[config.mk]
export PLATFORM = sky130hd
export DESIGN_NAME = te_branch_map
export DESIGN_NICKNAME = d
export VERILOG_FILES = /design/src/rtl/te_branch_map.sv
export SDC_FILE = /design/constraint.sdc
export NUM_CORES = 1
export LEC_CHECK = 0
export ABC_CLOCK_PERIOD_IN_PS = 2400
export CAP_MARGIN = 30
export CORE_ASPECT_RATIO = 1.4
export CORE_UTILIZATION = 48
export CTS_CLUSTER_SIZE = 24
export DETAILED_ROUTE_END_ITERATION = 16
export HOLD_SLACK_MARGIN = 0.15
export PLACE_DENSITY = 0.78
export SLEW_MARGIN = 5
export SYNTH_ARGS = -nofsm -noshare
export SYNTH_HDL_FRONTEND = slang
export SYNTH_SLANG_ARGS = --single-unit
[constraint.sdc]
create_clock -name clk_i -period 2.4 [get_ports clk_i]
set_clock_uncertainty 0.1 [all_clocks]
set_input_delay 0.48 -clock clk_i [delete_from_list [all_inputs] [get_ports clk_i]]
set_output_delay 0.48 -clock clk_i [all_outputs]
set_load 0.01 [all_outputs]
[src/rtl/te_branch_map.sv]
`default_nettype none
// ============================================================================
// Module      : te_branch_map
// Description : Branch-map accumulator for the trace encoder. Collects up to
//               LANES taken/not-taken outcomes per cycle into a bit map of
//               MAX_BRANCHES entries, with flush/reload and overflow report.
// Revision    : 1.0 - initial multi-lane, parametrised release
// ============================================================================
module te_branch_map #(
    parameter int MAX_BRANCHES = 31,
    parameter int LANES        = 1,
    parameter int CNT_W        = $clog2(MAX_BRANCHES + 1),
    parameter int LANE_W       = $clog2(LANES + 1)
) (
    input  logic                    clk_i,
    input  logic                    rst_ni,
    input  logic                    valid_i,
    input  logic [LANE_W-1:0]       branch_cnt_i,
    input  logic [LANES-1:0]        branch_nt_i,
    input  logic                    flush_i,
    output logic [MAX_BRANCHES-1:0] map_o,
    output logic [CNT_W-1:0]        count_o,
    output logic                    empty_o,
    output logic                    full_o,
    output logic                    overflow_o
);

    localparam logic [CNT_W:0]    c_max_wide = (CNT_W + 1)'(MAX_BRANCHES);
    localparam logic [CNT_W-1:0]  c_max      = CNT_W'(MAX_BRANCHES);
    localparam logic [LANE_W-1:0] c_lanes    = LANE_W'(LANES);

    logic [MAX_BRANCHES-1:0] r_map;
    logic [CNT_W-1:0]        r_count;
    logic                    r_overflow;

    logic [LANE_W-1:0]       w_n;
    logic [CNT_W:0]          w_base;
    logic [CNT_W:0]          w_sum;
    logic [MAX_BRANCHES-1:0] w_map_next;
    logic [CNT_W-1:0]        w_count_next;
    logic                    w_overflow_next;

    // Effective lane count (clamped), write base and next map/count/overflow
    always_comb begin
        w_n             = '0;
        w_base          = '0;
        w_sum           = '0;
        w_map_next      = '0;
        w_count_next    = '0;
        w_overflow_next = 1'b0;

        if (valid_i) begin
            w_n = (branch_cnt_i > c_lanes) ? c_lanes : branch_cnt_i;
        end

        // A flush restarts the map at bit 0; stale bits are cleared here so
        // every bit at or above the count stays zero.
        w_base     = flush_i ? '0 : {1'b0, r_count};
        w_map_next = flush_i ? '0 : r_map;
        w_sum      = w_base + (CNT_W + 1)'(w_n);

        // Lanes that land past the last slot are simply not written.
        for (int b = 0; b < MAX_BRANCHES; b++) begin
            for (int k = 0; k < LANES; k++) begin
                if ((k < int'(w_n)) && ((int'(w_base) + k) == b)) begin
                    w_map_next[b] = branch_nt_i[k];
                end
            end
        end

        if (w_sum > c_max_wide) begin
            w_count_next    = c_max;
            w_overflow_next = !flush_i;
        end else begin
            w_count_next    = w_sum[CNT_W-1:0];
        end
    end

    // Map, count and overflow pulse registers
    always_ff @(posedge clk_i) begin
        if (!rst_ni) begin
            r_map      <= '0;
            r_count    <= '0;
            r_overflow <= 1'b0;
        end else begin
            r_map      <= w_map_next;
            r_count    <= w_count_next;
            r_overflow <= w_overflow_next;
        end
    end

    assign map_o      = r_map;
    assign count_o    = r_count;
    assign empty_o    = (r_count == '0);
    assign full_o     = (r_count == c_max);
    assign overflow_o = r_overflow;

endmodule
`default_nettype wire

# After elaboration in Yosys (flattened, before gate mapping)
# Index checks and enable logic that the tools add are counted.
dict set report op_classes {
  magnitude_cmp 3
  bitwise 0
  n_addsub 1
  n_shift 0
  reduce_logical 66
  mux 36
  n_mul 0
  eq_ne 31
  div_mod_pow 0
}
# op n
set ops {}
lappend ops {{5-bit == test, second input constant} 16}
lappend ops {{2-bit nonzero test} 31}
lappend ops {{5-bit by 4-bit == test with 1-bit output, second input constant} 8}
lappend ops {{1-bit two-way mux} 33}
lappend ops {{32-bit zero test} 1}
lappend ops {{1-bit logical AND} 31}
lappend ops {{31-bit two-way mux} 1}
lappend ops {{5-bit by 3-bit == test with 1-bit output, second input constant} 4}
lappend ops {{5-bit by 2-bit == test with 1-bit output, second input constant} 2}
lappend ops {{5-bit two-way mux} 2}
lappend ops {{5-bit by 1-bit adder with 6-bit output} 1}
lappend ops {{6-bit by 5-bit greater-than comparator with 1-bit output, second input constant} 1}
lappend ops {{5-bit by 1-bit == test with 1-bit output, second input constant} 1}
lappend ops {{5-bit zero test} 1}
lappend ops {{2-bit AND reduction} 1}
lappend ops {{1-bit greater-than comparator, second input constant} 1}
lappend ops {{1-bit zero test} 1}
lappend ops {{1-bit < comparator, first input constant} 1}
dict set report word_totals {
  mem_count 0
  out_inout_bits 39
  ram_bits 0
  latchBits 0
  elab_cells 170
  in_bits 6
  reg_bits 37
  mem_bits_ro 0
}

# Depth between registers and ports, before layout
# Gate-level depths: netlist of the first run.
dict set report depth {
  depth_word 6
  ltp_mapped 6
  ltp_nobuf 6
}

# Worst setup path after synthesis of the first run
# OpenSTA, ideal clock, no wires.
dict set report synth_timing {
  path_type {reg2reg}
  start {register r_count[0], in the netlist count_o[0]}
  end {register r_count[3], in the netlist count_o[3]}
  path_stages_with_launch 7
  setup_ns 0.122
  required_ns 2.178
  period_less_slack_ns 1.697
  slack_ns 0.703
  t_arrival_ns 1.475
  path_buffers 1
  path_cell_list {dfxtp_1 -> clkbuf_1 -> nor2b_1 -> ha_1 -> nand3_1 -> nor3b_1 -> nor3_1}
}
dict set report synth_between {
  elab_chain_cells 4
}
# element line
set synth_rtl {}
lappend synth_rtl {{from (decl)} 33} ;# logic [CNT_W-1:0] r_count;
lappend synth_rtl {{from (signal assigned)} 87} ;# r_count <= w_count_next;
lappend synth_rtl {{5-bit two-way mux *} 58} ;# w_base = flush_i ? '0 : {1'b0, r_count};
lappend synth_rtl {{5-bit by 1-bit adder with 6-bit output *} 60} ;# w_sum = w_base + (CNT_W + 1)'(w_n);
lappend synth_rtl {{6-bit by 5-bit greater-than comparator with 1-bit output} 71} ;# if (w_sum > c_max_wide) begin
lappend synth_rtl {{5-bit two-way mux *} 71}
# Every way passes the cells marked *; elsewhere a longest branch is shown, timed or not.
# A chain may end at the register's enable or synchronous reset.

# Final worst setup path of the first run
dict set report layout_timing {
  start {register r_count[4], in the netlist count_o[4]}
  end {output port empty_o}
}
dict set report layout_between {
  elab_chain_cells 1
}
# element line
set layout_rtl {}
lappend layout_rtl {{5-bit zero test} 94} ;# assign empty_o = (r_count == '0);
lappend layout_rtl {{to (decl)} 23} ;# output logic empty_o,
# Every way passes these cells.

==> results of run 1 <==
final cells by class:
type                    count  area [um2]  area share (%)
clock buffers               7        96.3            4.01
clock inverters             1        5.00           0.208
inverters                   3        11.3           0.468
multi-input cells         142         941            39.1
flip-flops and latches     37         741            30.8
well taps                  40        50.0            2.08
repair buffers             60         561            23.3
metal layers:
layer / vias to the layer above / global-route usage, % / routed length [um]
met4: 0 / 12.3 / 88
li1: 823 / - / -
met2: 53 / 42.5 / 2270
met5: - / 0 / 0
met3: 6 / 6.34 / 196
met1: 775 / 31.5 / 2010
sequential cells by signal, summed over array words and instances (netlist names):
register and cells:
overflow_o 1, count_o 5, map_o 31
cells by family after synthesis:
group	count (synthesis)	synth area share, %
AO/OA/AOI/OAI	26	10.7
adder cells (fa/ha/maj)	1	0.699
buffers and inverters	21	6.08
flip-flops	37	41.4
multiplexers	22	12.3
AND/OR/NAND/NOR	93	28.9
path summary, 6_finish.rpt:
kind	startpoint	to	slack, ns	cells past startpoint
max	count_o[4]	empty_o	0.12	3
min	map_o[12]	map_o[12]	0.36	2
max reg2reg	count_o[1]	map_o[14]	0.59	4
min reg2reg	map_o[12]	map_o[12]	0.36	2
stage by stage:
| stage | total power, mW | instances |
|---|---|---|
| final | 1.18 | 290 |
| after detailed placement | 0.715 | 282 |
| after CTS | 1.19 | 290 |
| after floorplan | 0.674 | 200 |
| after global routing | 1.22 | 290 |
| after global placement | 0.715 | 282 |
cell usage in the layout (no fill, tap or decap), types with 4 or more instances in the layout:
cell type                         synthesis  final
sky130_fd_sc_hd__clkdlybuf4s50_1          0     44
sky130_fd_sc_hd__mux2i_1                 22     22
sky130_fd_sc_hd__dfxtp_1                 37     37
sky130_fd_sc_hd__a21oi_1                  6      6
sky130_fd_sc_hd__nand2_1                 30     30
sky130_fd_sc_hd__clkbuf_8                 0      7
sky130_fd_sc_hd__nor2_1                   6      6
sky130_fd_sc_hd__nand4_1                 12     12
sky130_fd_sc_hd__nor2b_1                  5      5
sky130_fd_sc_hd__buf_4                    3     16
sky130_fd_sc_hd__nand3_1                 15     15
sky130_fd_sc_hd__nor3_1                   4      4
Yosys cell counts (3+ instances only):
master and instances:
sky130_fd_sc_hd__a21oi_1 6, sky130_fd_sc_hd__a32oi_1 3, sky130_fd_sc_hd__and2_1 3, sky130_fd_sc_hd__and3b_1 3, sky130_fd_sc_hd__buf_2 9, sky130_fd_sc_hd__buf_4 3
sky130_fd_sc_hd__clkbuf_1 5, sky130_fd_sc_hd__dfxtp_1 37, sky130_fd_sc_hd__inv_1 3, sky130_fd_sc_hd__mux2i_1 22, sky130_fd_sc_hd__nand2_1 30, sky130_fd_sc_hd__nand3_1 15
sky130_fd_sc_hd__nand4_1 12, sky130_fd_sc_hd__nand4b_1 3, sky130_fd_sc_hd__nor2_1 6, sky130_fd_sc_hd__nor2b_1 5, sky130_fd_sc_hd__nor3_1 4
power by group:
part	leakage, nW	switching, mW	internal [mW]
Combinational	0.636	0.0516	0.0336
Sequential	0.298	0.000961	0.615
Clock	0.0542	0.223	0.260
critical path, cell delays in order, from the launching register on:
cell and delay, ns:
sky130_fd_sc_hd__dfxtp_1 0.31, sky130_fd_sc_hd__nor3_1 0.37, sky130_fd_sc_hd__and2_1 0.20, sky130_fd_sc_hd__clkdlybuf4s50_1 0.53
==> results.md, run 1 <==
* Run status: finished clean
* Net count of the mapped netlist at 207
* Highest achievable clock rate at approximately 0.44 GHz
* Max Cap Viol at 0
* Most used flip-flop cell after synthesis: sky130_fd_sc_hd__dfxtp_1
* Number of port buffers at 44
* Number of antenna violations at the first check in global routing at 0
* DRT Wirelength at between 4 and 5 mm
* Hold Fails Final Rpt at 0
* Proportion of register bits with asynchronous set or reset after synthesis at 0%
* Mean number of vias per cell at between 5 and 6
* Via count of the first global-routing pass at approximately 1500
* Crit path max fanout at 2
* RePlAce Congestion at about 0.85
* Diodes inserted at 0
* DRC violation count after routing at 0
* YS warnings at 0
* Global route total overflow at 0
* Router iterations before antenna repair at 4
* HP Class: reg2reg
* Count of clock tree sinks at 37
* Core utilization of the finished layout at just under 70%
* Leakage power total at 0.989 nW
* Largest voltage drop on the vdd net at between 300 and 400 uV
* Worst slew pin tran at 0.634 ns
* Post-synth EDFFs at 0
* Boundary pin count at 45
* H-tree depth at 2
* Summed negative setup slack over all endpoints at 0 ns
* Pwr dens at 492 mW/mm2
* Cells after synthesis at 200
* TritonCTS buffer count at 5
* Full die area at approximately 0.004 mm2
* Number of synthesized register bits at 37
* Wire length of the first global-routing pass at 7.36 mm
* Post-CTS Setup Inserts at 0
* Area growth, synth to finish at 34.3%
* Largest net degree at the start of global routing at 26
* TritonCTS clock tree: built
* Leading cell types by total area after synthesis: sky130_fd_sc_hd__dfxtp_1, sky130_fd_sc_hd__mux2i_1, sky130_fd_sc_hd__nand2_1, sky130_fd_sc_hd__nand3_1, sky130_fd_sc_hd__nand4_1
* Cell area after placement at between 0.002 and 0.0025 mm2
* Floorplan Core Area at approximately 0.0035 mm2
* Post-route worst hold slack at roughly 0.36 ns
* Cell type with the highest aggregate area in the netlist: sky130_fd_sc_hd__dfxtp_1
* Area share of the leading cell type in the synthesized netlist at just over 40%
* Count of unique library cells instantiated by Yosys at 40
* Portion of the post-synthesis area used by sequential elements at about two fifths
* Place WS at between 0.2 and 0.25 ns
* Fraction of final layout cells with drive strength greater than 1 at a little under an eighth
* Required time of the critical path at 1.82 ns
* Total vias in the final route at 1657
* Mapped cell area at approximately 0.0018 mm2
* Final worst setup slack at about 0.12 ns
* Worst-Skew Late Latency at between 0.2 and 0.3 ns
* Register clock-pin slew on the reported worst setup and hold paths at 0.07 ns
* Overall routing resource usage at 26.1%
* First DRT Iteration DRCs at 84
* Setup violation total in the final timing report at 0
* Overall die width at 53.6 um
* Root Buffer: sky130_fd_sc_hd__clkbuf_8
* Unrepaired setup endpoints after global routing: no
* Final Cycle Share at 94.9%
* Headroom to the max-slew limit at 57.6%
* Critical path capture point type: primary output
* Period minus WS final at about 2.3 ns
* Number of hold buffers added after cts at 0
* Chip height at around 74 um
* Count of cells resized by post-cts repair at 0
* Mean Syn Cell Area at roughly 9 um2
* Half-perimeter wire length of the detailed placement result at roughly 3.1 mm
* Starting density of the core at between 50% and 60%
* Final instance area at 0.00240 mm2
* Number of max-slew violations in the final report at 0
* Critical Setup Path Class: reg2out
* Critical path data arrival time at 1.70 ns
* # fillers at ~280
* Maximum root-to-sink buffer count at 2
* Final #Nets at 256
* Cell row count at 25
* Detail-routed net length per standard cell at around 16 um
* Nature of the critical path startpoint: flip-flop
* Antenna viol nets, final at 0
(Power assumes the default switching activity.)
==> run 2: changes to the inputs <==
Settings changed: CORE_MARGIN from default to 2.
==> run 2 against run 1 <==
Count of clock-buffer cells in the layout shrank 1. Setup slack gained 0.066 ns. Non-clock buffer count unchanged. Via count increased by 0.30%. First-iteration DRC count is 31% lower. Flip-flop and latch count unchanged. Clock power is 13% lower. Combinational power shrank 0.9%. Sequential power about the same. Sequential share of layout area up 0.21 points. Core utilization is 3.1 points lower.
==> results.md, run 2 (synthesis results as in run 1) <==
* Run status: finished clean (unchanged)
* Chip height at 76.3 um (was 74.3 um)
* Via count of the first global-routing pass at 1640 (was 1546)
* Cell area after placement at 0.00231 mm2 (was 0.00230 mm2)
* Internal power at 0.850 mW (was 0.909 mW)
* Number of placed instances with taps included at 284 (was 282)
* Critical Setup Path Class: reg2out (unchanged)
* Met1 wire length at 1.86 mm (was 2.01 mm)
* Critical path capture point type: primary output (unchanged)
* Combinational Power Share at 7.5% (was 7.2%)
* Final #Nets at 256 (unchanged)
* Count of cells resized by post-cts repair at 0 (unchanged)
* Nature of the critical path startpoint: flip-flop (unchanged)
* Maximum root-to-sink buffer count at 2 (unchanged)
* Part of the power in the clock network at 37.5% (was 40.7%)
* Area growth, synth to finish at 33.4% (was 34.3%)
* Cell at the slowest stage of the critical path: sky130_fd_sc_hd__clkdlybuf4s50_1 (unchanged)
* # fillers at 323 (was 282)
* Hold Fails Final Rpt at 0 (unchanged)
* DRT Wirelength at 4.47 mm (was 4.56 mm)
* Floorplan Core Area at 0.00361 mm2 (was 0.00347 mm2)
* Final Cycle Share at 92.2% (was 94.9%)
* Global route total overflow at 0 (unchanged)
* Most common library cell in the layout ignoring fill and taps: sky130_fd_sc_hd__clkdlybuf4s50_1 (unchanged)
* Number of hold buffers added after cts at 0 (unchanged)
* Fraction of power consumed by sequential logic at 54.9% (was 52.1%)
* Count of clock tree sinks at 37 (unchanged)
* Wire length of the first global-routing pass at 7.69 mm (was 7.36 mm)
* Worst slew pin tran at 0.576 ns (was 0.634 ns)
* Overall routing resource usage at 22.5% (was 26.1%)
* Half-perimeter wire length of the detailed placement result at 3.17 mm (was 3.09 mm)
* Headroom to the max-slew limit at 61.5% (was 57.6%)
* Crit path max fanout at 4 (was 2)
* Commonest cells after routing, fill and taps aside: sky130_fd_sc_hd__clkdlybuf4s50_1, sky130_fd_sc_hd__dfxtp_1, sky130_fd_sc_hd__nand2_1 (unchanged)
* Number of max-slew violations in the final report at 0 (unchanged)
* Overall die width at 55.6 um (was 53.6 um)
* Final std cells w/o fill at 292 (was 290)
* Largest net degree at the start of global routing at 26 (unchanged)
* Place WS at 0.174 ns (was 0.226 ns)
* Fraction of final layout cells with drive strength greater than 1 at 11.2% (was 11.6%)
* Register clock-pin slew on the reported worst setup and hold paths at 0.07 ns (about the same)
* Largest voltage drop on the vdd net at 435 uV (was 391 uV)
* Post-CTS Setup Inserts at 0 (unchanged)
* Metal2 WL at 2.30 mm (was 2.27 mm)
* H-tree depth at 2 (unchanged)
* Net switching power at 0.272 mW (was 0.275 mW)
* Leakage power total at 0.980 nW (was 0.989 nW)
* Full die area at 0.00424 mm2 (was 0.00398 mm2)
* HP Class: reg2reg (unchanged)
* Diodes inserted at 0 (unchanged)
* Starting density of the core at 49.6% (was 51.6%)
* Boundary pin count at 45 (unchanged)
* Final instance area at 0.00239 mm2 (was 0.00240 mm2)
* Required time of the critical path at 1.82 ns (about the same)
* RePlAce Congestion at 0.866 (was 0.853)
* Uppermost routed layer: met4 (unchanged)
* TritonCTS buffer count at 5 (unchanged)
* First DRT Iteration DRCs at 58 (was 84)
* Number of port buffers at 44 (unchanged)
* Post-route worst hold slack at 0.366 ns (was 0.360 ns)
* Mean number of vias per cell at 5.69 (was 5.71)
* Switching part of the total power at 24.2% (was 23.3%)
* Slowest cell delay on critical path at 0.53 ns (about the same)
* DRC violation count after routing at 0 (unchanged)
* Summed negative setup slack over all endpoints at 0 ns (unchanged)
* Number of antenna violations at the first check in global routing at 0 (unchanged)
* Router iterations before antenna repair at 4 (unchanged)
* Worst-Skew Late Latency at 0.29 ns (about the same)
* Period minus WS final at 2.21 ns (was 2.28 ns)
* Met3 layer wire length in the routed design at 203 um (was 196 um)
* Max Cap Viol at 0 (unchanged)
* Area of the multi-input gates at 941 um2 (unchanged)
* Final worst setup slack at 0.188 ns (was 0.122 ns)
* Cell chain of the critical path: nor3_1, buf_4, and2_1, clkdlybuf4s50_1 (was nor3_1, and2_1, clkdlybuf4s50_1)
* Number of flip-flops in the largest register at 31 (unchanged)
* FF/Latch Area at 741 um2 (unchanged)
* Power consumption at 1.12 mW (was 1.18 mW)
* Antenna viol nets, final at 0 (unchanged)
* Unrepaired setup endpoints after global routing: no (unchanged)
* Total vias in the final route at 1662 (was 1657)
* Root Buffer: sky130_fd_sc_hd__clkbuf_8 (unchanged)
* Core utilization of the finished layout at 66.1% (was 69.3%)
* Setup violation total in the final timing report at 0 (unchanged)
* TritonCTS clock tree: built (unchanged)
* Critical path data arrival time at 1.63 ns (was 1.70 ns)
* Cell row count at 26 (was 25)
* Pwr dens at 470 mW/mm2 (was 492 mW/mm2)
* Detail-routed net length per standard cell at 15.3 um (was 15.7 um)
* Highest achievable clock rate at 0.452 GHz (was 0.439 GHz)
[run 2: cell type report]
| type | count | area share [%] |
|---|---|---|
| Timing Repair Buffer | 60 | 23.5 |
| Clock buffer | 6 | 3.04 |
| Inverter | 3 | 0.471 |
| Sequential cell | 37 | 31.0 |
| Tap cell | 42 | 2.20 |
| Multi-Input combinational cell | 142 | 39.4 |
| Clock inverter | 2 | 0.419 |
[run 2: routing by layer]
metal  global-route usage, %  vias to the layer above
met5                       0                        -
met4                    11.0                        0
met3                    5.43                        8
met2                    37.7                       53
met1                    26.6                      780
li1                        -                      821
[run 2: power groups by stage]
stage          clock network [mW]  registers (mW)  logic (mW)
2_1_floorplan                   0           0.633      0.0416
3_3_place_gp                    0           0.631      0.0829
3_5_place_dp                    0           0.631      0.0830
4_1_cts                     0.429           0.616      0.0835
5_1_grt                     0.462           0.616      0.0911
6_report                    0.421           0.616      0.0844
[run 2: worst paths after layout]
kind	start	to	slack [ns]	cells after the start
max	count_o[4]	empty_o	0.19	4
min	map_o[27]	map_o[27]	0.37	2
min reg2reg	map_o[27]	map_o[27]	0.37	2
max reg2reg	count_o[1]	map_o[14]	0.63	4
[run 2: critical path: cells and delay by family, from the launching register on]
family,cells,cell delay [ns]
AND/OR/NAND/NOR,2,0.33
flip-flops,1,0.31
buffers and inverters,2,0.70
==> run 3: changes to the inputs <==
Settings changed: CTS_CLUSTER_SIZE 24 to default.
==> results of run 3 <==
Same layout as run 2: the final DEF is identical, and so are final timing and power.
